**src/rtl/regwr_arbiter.sv**
```systemverilog
// Write-port arbiter/sequencer for the 32 x 8-bit register file: round-robin grant with burst lock.
// Optional build macro REGWR_FIXED_PRIO_EN switches IDLE arbitration to fixed lowest-index priority.
module regwr_arbiter #(
  parameter int NUM_REQ      = 4,
  parameter int LOCK_TIMEOUT = 15
) (
  input  logic                   clk,
  input  logic                   rst,
  input  logic [NUM_REQ-1:0]     wr_req,
  input  logic [NUM_REQ-1:0]     wr_lock,
  input  logic [NUM_REQ*5-1:0]   wr_addr,
  input  logic [NUM_REQ*8-1:0]   wr_data,
  output logic [NUM_REQ-1:0]     wr_gnt,
  input  logic [255:0]           regfile_out,
  output logic [31:0]            regloads,
  output logic [7:0]             regfile_in,
  output logic                   busy,
  output logic [2:0]             lock_owner
);

  typedef enum logic [0:0] {
    IDLE   = 1'b0,
    LOCKED = 1'b1
  } state_t;

  localparam logic [31:0] R31_SEL = 32'h8000_0000;

  state_t       state_q, state_d;
  logic [2:0]   rr_ptr_q, rr_ptr_d;
  logic [2:0]   lock_owner_q, lock_owner_d;
  logic [7:0]   lock_cnt_q, lock_cnt_d;
  logic [31:0]  regloads_q, regloads_d;
  logic [7:0]   data_q, data_d;
  logic         refresh_q, refresh_d;
  logic         busy_q, busy_d;

  logic [NUM_REQ-1:0] gnt_s;
  logic [2:0]   lo_s, hi_s, win_s, sel_s;
  logic         hit_lo_s, hit_hi_s;
  logic         xfer_s, sel_lock_s;
  logic [4:0]   sel_addr_s;
  logic [7:0]   sel_data_s;
  logic         unused_regfile_s;

  function automatic logic [31:0] onehot32(input logic [4:0] idx);
    onehot32 = 32'd1 << idx;
  endfunction

  function automatic logic [2:0] next_ptr(input logic [2:0] idx);
    if (int'(idx) >= NUM_REQ - 1) begin
      next_ptr = 3'd0;
    end else begin
      next_ptr = idx + 3'd1;
    end
  endfunction

  // Grant selection: owner-only while locked, otherwise first request at or above rr_ptr, wrapping.
  always_comb begin
    gnt_s    = '0;
    lo_s     = 3'd0;
    hi_s     = 3'd0;
    hit_lo_s = 1'b0;
    hit_hi_s = 1'b0;
    for (int k = NUM_REQ - 1; k >= 0; k--) begin
      lo_s     = wr_req[k] ? 3'(k) : lo_s;
      hit_lo_s = hit_lo_s | wr_req[k];
      hi_s     = (wr_req[k] && (3'(k) >= rr_ptr_q)) ? 3'(k) : hi_s;
      hit_hi_s = hit_hi_s | (wr_req[k] && (3'(k) >= rr_ptr_q));
    end
`ifdef REGWR_FIXED_PRIO_EN
    win_s = lo_s;
`else
    win_s = hit_hi_s ? hi_s : lo_s;
`endif
    if (rst) begin
      gnt_s = '0;
    end else if (state_q == LOCKED) begin
      for (int k = 0; k < NUM_REQ; k++) begin
        gnt_s[k] = wr_req[k] && (3'(k) == lock_owner_q);
      end
    end else begin
      for (int k = 0; k < NUM_REQ; k++) begin
        gnt_s[k] = hit_lo_s && (3'(k) == win_s);
      end
    end
  end

  // Transfer payload mux from the single granted requester.
  always_comb begin
    xfer_s     = |gnt_s;
    sel_s      = 3'd0;
    sel_addr_s = 5'd0;
    sel_data_s = 8'd0;
    sel_lock_s = 1'b0;
    for (int k = 0; k < NUM_REQ; k++) begin
      sel_s      = gnt_s[k] ? 3'(k) : sel_s;
      sel_addr_s = gnt_s[k] ? wr_addr[5*k +: 5] : sel_addr_s;
      sel_data_s = gnt_s[k] ? wr_data[8*k +: 8] : sel_data_s;
      sel_lock_s = gnt_s[k] ? wr_lock[k] : sel_lock_s;
    end
  end

  // Next-state: write sequencing (refresh of R31 when idle) and lock FSM with idle timeout.
  always_comb begin
    state_d      = state_q;
    rr_ptr_d     = rr_ptr_q;
    lock_owner_d = lock_owner_q;
    lock_cnt_d   = lock_cnt_q;
    regloads_d   = R31_SEL;
    refresh_d    = 1'b1;
    data_d       = data_q;
    if (xfer_s) begin
      regloads_d = onehot32(sel_addr_s);
      data_d     = sel_data_s;
      refresh_d  = 1'b0;
`ifdef REGWR_FIXED_PRIO_EN
      rr_ptr_d   = 3'd0;
`else
      rr_ptr_d   = next_ptr(sel_s);
`endif
    end else begin
      rr_ptr_d   = rr_ptr_q;
    end
    case (state_q)
      IDLE: begin
        if (xfer_s && sel_lock_s) begin
          state_d      = LOCKED;
          lock_owner_d = sel_s;
          lock_cnt_d   = 8'd0;
        end else begin
          state_d      = IDLE;
          lock_owner_d = 3'd0;
          lock_cnt_d   = 8'd0;
        end
      end
      LOCKED: begin
        if (xfer_s && sel_lock_s) begin
          lock_cnt_d   = 8'd0;
        end else if (xfer_s || (lock_cnt_q == 8'(LOCK_TIMEOUT - 1))) begin
          state_d      = IDLE;
          lock_owner_d = 3'd0;
          lock_cnt_d   = 8'd0;
        end else begin
          lock_cnt_d   = lock_cnt_q + 8'd1;
        end
      end
      default: begin
        state_d      = IDLE;
        lock_owner_d = 3'd0;
        lock_cnt_d   = 8'd0;
      end
    endcase
    busy_d = (state_d == LOCKED);
  end

  // State and output registers; reset replaces any in-flight write with the R31 refresh.
  always_ff @(posedge clk or posedge rst) begin
    if (rst) begin
      state_q      <= IDLE;
      rr_ptr_q     <= 3'd0;
      lock_owner_q <= 3'd0;
      lock_cnt_q   <= 8'd0;
      regloads_q   <= R31_SEL;
      data_q       <= 8'd0;
      refresh_q    <= 1'b1;
      busy_q       <= 1'b0;
    end else begin
      state_q      <= state_d;
      rr_ptr_q     <= rr_ptr_d;
      lock_owner_q <= lock_owner_d;
      lock_cnt_q   <= lock_cnt_d;
      regloads_q   <= regloads_d;
      data_q       <= data_d;
      refresh_q    <= refresh_d;
      busy_q       <= busy_d;
    end
  end

  // Refresh uses the live R31 so a write committed on the previous edge is preserved.
  assign regfile_in       = refresh_q ? regfile_out[255:248] : data_q;
  assign regloads         = regloads_q;
  assign wr_gnt           = gnt_s;
  assign busy             = busy_q;
  assign lock_owner       = lock_owner_q;
  assign unused_regfile_s = ^regfile_out[247:0];

endmodule

```
**config.mk**
```make
export PLATFORM = sky130hd
export DESIGN_NAME = regwr_arbiter
export DESIGN_NICKNAME = d
export VERILOG_FILES = /design/src/rtl/regwr_arbiter.sv
export SDC_FILE = /design/constraint.sdc
export NUM_CORES = 1
export LEC_CHECK = 0
export CAP_MARGIN = 10
export CORE_AREA = 10 10 133 135
export DETAILED_ROUTE_END_ITERATION = 6
export DIE_AREA = 0 0 143 145
export SYNTH_ARGS = -nofsm -noshare
export SYNTH_HDL_FRONTEND = slang
export SYNTH_SLANG_ARGS = --single-unit
```
**constraint.sdc**
```tcl
create_clock -name clk -period 4 [get_ports clk]
set_input_delay 0.8 -clock clk [delete_from_list [all_inputs] [get_ports clk]]
set_output_delay 0.8 -clock clk [all_outputs]
set_load 0.005 [all_outputs]
```
# [Word-level counts from Yosys, hierarchy flattened]
# Index checks and enable logic that the tools add are counted.
[classes] n_addsub=2 magnitude_cmp=5 eq_ne=9 n_shift=1 muxes=41 bitwise=7 n_reduce_logical=18
[op_table] cell="$mux W8" count=7
[op_table] cell="$mux W32" count=1
[op_table] cell="$shl A1 B5 Y32 const A" count=1
[op_table] cell="$mux W2" count=12
[op_table] cell="$mux W5" count=4
[op_table] cell="$pmux W8 S2" count=1
[op_table] cell="$logic_and A1 B1 Y1" count=13
[op_table] cell="$mux W1" count=9
[op_table] cell="$mux W3" count=3
[op_table] cell="$add A8 B1 Y8 const B" count=1
[op_table] cell="$eq A8 B4 Y1 const B" count=1
[op_table] cell="$mux W4" count=2
[op_table] cell="$eq A2 B3 Y1 const A" count=2
[op_table] cell="$ge A1 B3 Y1 const A" count=2
[op_table] cell="$ge A2 B3 Y1 const A" count=2
[op_table] cell="$logic_not A3 Y1" count=2
[op_table] cell="$or A1 B1 Y1" count=6
[op_table] cell="$pmux W3 S2" count=1
[op_table] cell="$eq A2 B2 Y1 const A" count=2
[op_table] cell="$reduce_or A4 Y1" count=1
[op_table] cell="$add A2 B1 Y3 const B" count=1
[op_table] cell="$eq A1 B3 Y1 const A" count=1
[op_table] cell="$eq A1 B2 Y1 const A" count=1
[op_table] cell="$ge A2 B2 Y1 const B" count=1
[op_table] cell="6 further kinds" count=6
[word_totals] ff_bits=56 in_bits=318 output_inout_bits=48 wordCells=90

# [Logic depth before layout (Yosys ltp)]
[logic_depth] ltp_word=18 mapped_depth=11 depth_no_buf=8

# [Least setup slack after synthesis]
# Ideal clock, no wire load.
[synth_path] kind="in2out" start="input rst" end="output wr_gnt[0]" t_arrival_ns=2.861 t_required_ns=3.200 slack_ns=0.339 path_stages=5 n_path_buf=2 cell_sequence="clkbuf_1 -> inv_1 -> nand3_1 -> nor2_1 -> clkbuf_1"
[synth_via] elab_chain_len=1
[synth_lines] item="start, declared" line_no="8" source="input logic rst,"
[synth_lines] item="$mux W4" line_no="75" source="if (rst) begin"
[synth_lines] item="end, declared" line_no="13" source="output logic [NUM_REQ-1:0] wr_gnt,"
# Every way passes these cells.

# [Worst setup path after layout]
[layout_path] start="input wr_req[2]" end="output wr_gnt[3]"
[layout_via] elab_chain_len=9 word_cells_on_any_way=18 cone_classes="eq/ne (1); mux (9); bitwise (6); reduce/logical (2)"
[layout_lines] item="start, declared" line_no="9" source="input logic [NUM_REQ-1:0] wr_req,"
[layout_lines] item="$logic_and A1 B1 Y1" line_no="67, 68"
[layout_lines] item="$mux W2 / $or A1 B1 Y1 (equally long branches) (3 in a row)" line_no="67, 68"
[layout_lines] item="$mux W2" line_no="73" source="win_s = hit_hi_s ? hi_s : lo_s;"
[layout_lines] item="$eq A2 B2 Y1" line_no="83" source="gnt_s[k] = hit_lo_s && (3'(k) == win_s);"
[layout_lines] item="$logic_and A1 B1 Y1 (*)" line_no="83"
[layout_lines] item="$mux W4 (*)" line_no="77" source="end else if (state_q == LOCKED) begin"
[layout_lines] item="$mux W4 (*)" line_no="75"
# Every way passes the cells marked *; elsewhere a longest branch is shown, timed or not.

==> metrics <==
outcome=finished, final reports clean; HPWL Detailed=9140 µm; Peak VDD IR=0.203 mV; Main synth FF type=dfrtp_1; IO Port Bufs=116; Req. time, crit path=3.20 ns; clock share of power=a little under a fifth; synth-to-layout area growth=52.9%; post-CTS setup buffer count=0; Bufs and invs on worst path=3; PD cells=about 560 nW/µm²; vias per cell=~5; Sw Share=approximately two fifths; Most common cell on crit path=clkdlybuf4s50_1; Final Cell Area=between 4000 and 5000 µm²; CP Cell Sequence=clkdlybuf4s50_1, a21bo_2, a21oi_1, or3_1, inv_2, clkdlybuf4s50_1; RSZ-0062 raised after global routing=no; Worst-Skew Late Latency=approximately 0.29 ns; crit path kind=input port to output port; Pre-antenna DRT Iters=6; clk buf depth=2; largest net degree at the start of global routing=55; post-route clock period utilization=~92%; Synth top area share=43.8%; Die X=143 µm; I/O pins=366; Netlist cell types=67; number of antenna violations at the first check in global routing=0; total track usage=roughly a tenth; CP Launch Type=input port; CTS Buf Count=5; sequential element share of the synthesized area=45.5%; vias in the first global route=3034; switching power=about 0.001 W; endpoint class of the critical path=output port; Sequential Power Share=approximately a third; vias after detailed routing=between 2000 and 3000; Synth area leader=dfrtp_1; synthesized area per cell=between 10 and 15 µm²; TritonCTS clock tree=yes; WHS=around 0.51 ns; post-CTS resize count=0; slowest stage delay, CP=0.56 ns; Worst Tran Pin Value=0.808 ns; Final nets=732; Placer Congestion=between 0.9 and 1; CTS clk-pin slew, worst paths=~0.070 ns; Layout Skew=between 0.003 and 0.004 ns; layout cells sized above 1=between 10% and 20%; root buf cell=clkbuf_16; dpl cell area=4370 µm²; max_cap viols=0; FP Rows=between 40 and 50; CTS Sinks=between 50 and 60; Syn Inst Count=just under 300; antenna viol nets, final=0; most numerous cell in the Yosys netlist=dfrtp_1; delay-heaviest family, CP=buffers and inverters; H-tree depth=2; Die Footprint=between 20000 and 25000 µm²; syn nets=between 600 and 700; Post-CTS Hold Buffers=0; Setup Viol. Count Final=0; drc violations=0; Initial Utilization=19.8%; Slew Limit Fails=0; Leak=between 1.5 and 2 nW; first-pass GRT wire length=~17000 µm; crit path time final=3.70 ns; crit-path max FO=8; Comb power frac=a little under half; Max Freq=~0.27 GHz; internal power=roughly 0.0016 W; global route overflow=0; fraction of registers with async set/reset=100%; Synth area leaders=dfrtp_1 (44%), nor3_1 (4.9%), mux2_2 (3.0%), a22oi_1 (2.3%), nor4_1 (2.1%); synthesized area=between 2000 and 3000 µm²; final hold viol count=0; Max-slew headroom=46.1%; aggregate routed wire length=around 11000 µm; Slowest cell on crit path=clkdlybuf4s50_1; worst hold-check path type=flip-flop to flip-flop; Avg WL per Cell=about 19 µm; EDFF count, synth=0; FF+latch count, synth=54; top post-synthesis cells by count=dfrtp_1 (52), nor3_1 (29), nor2_1 (16); Die H=145 µm; Syn. warnings=0; Initial DRC Count=approximately 180; post-layout util=between 30% and 40%; Worst Path Arrival=2.90 ns; antenna cells=0; Final TNS setup=0 ns; core area=15000 µm²
-- logic make-up (layout without fill, tap and decap cells) --
family | count (synthesis) | count (layout) | share of synthesized area [%]
XOR/XNOR | 5 | 5 | 1.47
flip-flops | 54 | 54 | 45.5
buffers and inverters | 29 | 148 | 4.97
AO/OA/AOI/OAI | 69 | 69 | 20.5
multiplexers | 8 | 8 | 3.03
adder cells (fa/ha/maj) | 2 | 2 | 0.842
AND/OR/NAND/NOR | 126 | 126 | 23.6
other | 1 | 1 | 0.126
-- registers in the layout, summed over array words and instances, names as in the netlist --
name	count
regloads	32
lock_owner	2
refresh_q	1
busy	1
rr_ptr_q	2
lock_cnt_q	8
data_q	8
-- final cells by class --
type / instances / area, µm²
multi-input combinational: 211 / 1470
clock inverter: 3 / 48.8
inverter: 8 / 30.0
timing repair buffer: 132 / 1280
clock buffer: 5 / 125
fill: 1541 / 10500
sequential: 54 / 1350
tap: 188 / 235
-- metrics by stage --
step	setup slack (ns)	total power (W)	cells
after floorplan	0.339	0.00153	294
after global placement	0.351	0.00205	593
after detailed placement	0.336	0.00207	593
after CTS	0.335	0.00257	601
after global routing	0.201	0.00272	601
final	0.302	0.00256	601
-- layer usage --
layer	routed length [µm]	global-route usage, %	share of wire (%)	up-vias
met2	5120	16.6	46	168
met5	0	0	0	-
met4	85	1.44	0.76	0
met1	4830	13.0	43	1431
met3	1190	4.24	11	8
li1	-	-	-	1355
-- worst paths after layout --
path | to | depth (start not counted) | slack, ns | startpoint
worst max-delay path | wr_gnt[3] | 6 | 0.30 | wr_req[2]
worst min-delay path | lock_cnt_q[0] | 1 | 0.51 | lock_cnt_q[0]
worst max register to register | regloads[28] | 6 | 1.03 | busy
worst min register to register | lock_cnt_q[0] | 1 | 0.51 | lock_cnt_q[0]
max in group asynchronous | regloads[21] | 3 | 2.28 | rst
min in group asynchronous | lock_owner[1] | 3 | 1.28 | rst
-- power by group through the flow --
stage	sequential, W	combinational (W)	clock [W]
after floorplan	0.000732	0.000797	0
after CTS	0.000841	0.00123	0.000502
after global routing	0.000863	0.00132	0.000532
final	0.000840	0.00123	0.000492
after detailed placement	0.000852	0.00122	0
after global placement	0.000849	0.00120	0
-- placed cells by master, fill, tap and decap left out, types with 2 or more instances in the layout --
master             n
nand4_1            5
mux2_2             8
a31oi_1            6
clkdlybuf4s50_1  116
a21o_1             2
nand3b_1           6
o21ai_0            5
nand3_1           10
xor2_1             4
o32ai_1            2
nor2_1            16
a211oi_1           4
nor2b_1            4
buf_4             16
nor4_1            10
ha_1               2
or3_1              2
and3_1             5
a41oi_2            3
o22ai_1            2
a22oi_1            9
nand2b_1           9
nor4b_1            2
nand2_1           15
and2_1             3
clkbuf_16          5
a21oi_1            7
inv_2              3
nand4b_1           2
a222oi_1           4
nor3_1            29
o221a_2            4
dfrtp_1           52
dfstp_2            2
inv_1              5
a221o_1            2
Note: power is estimated with default switching activity, not from simulation.
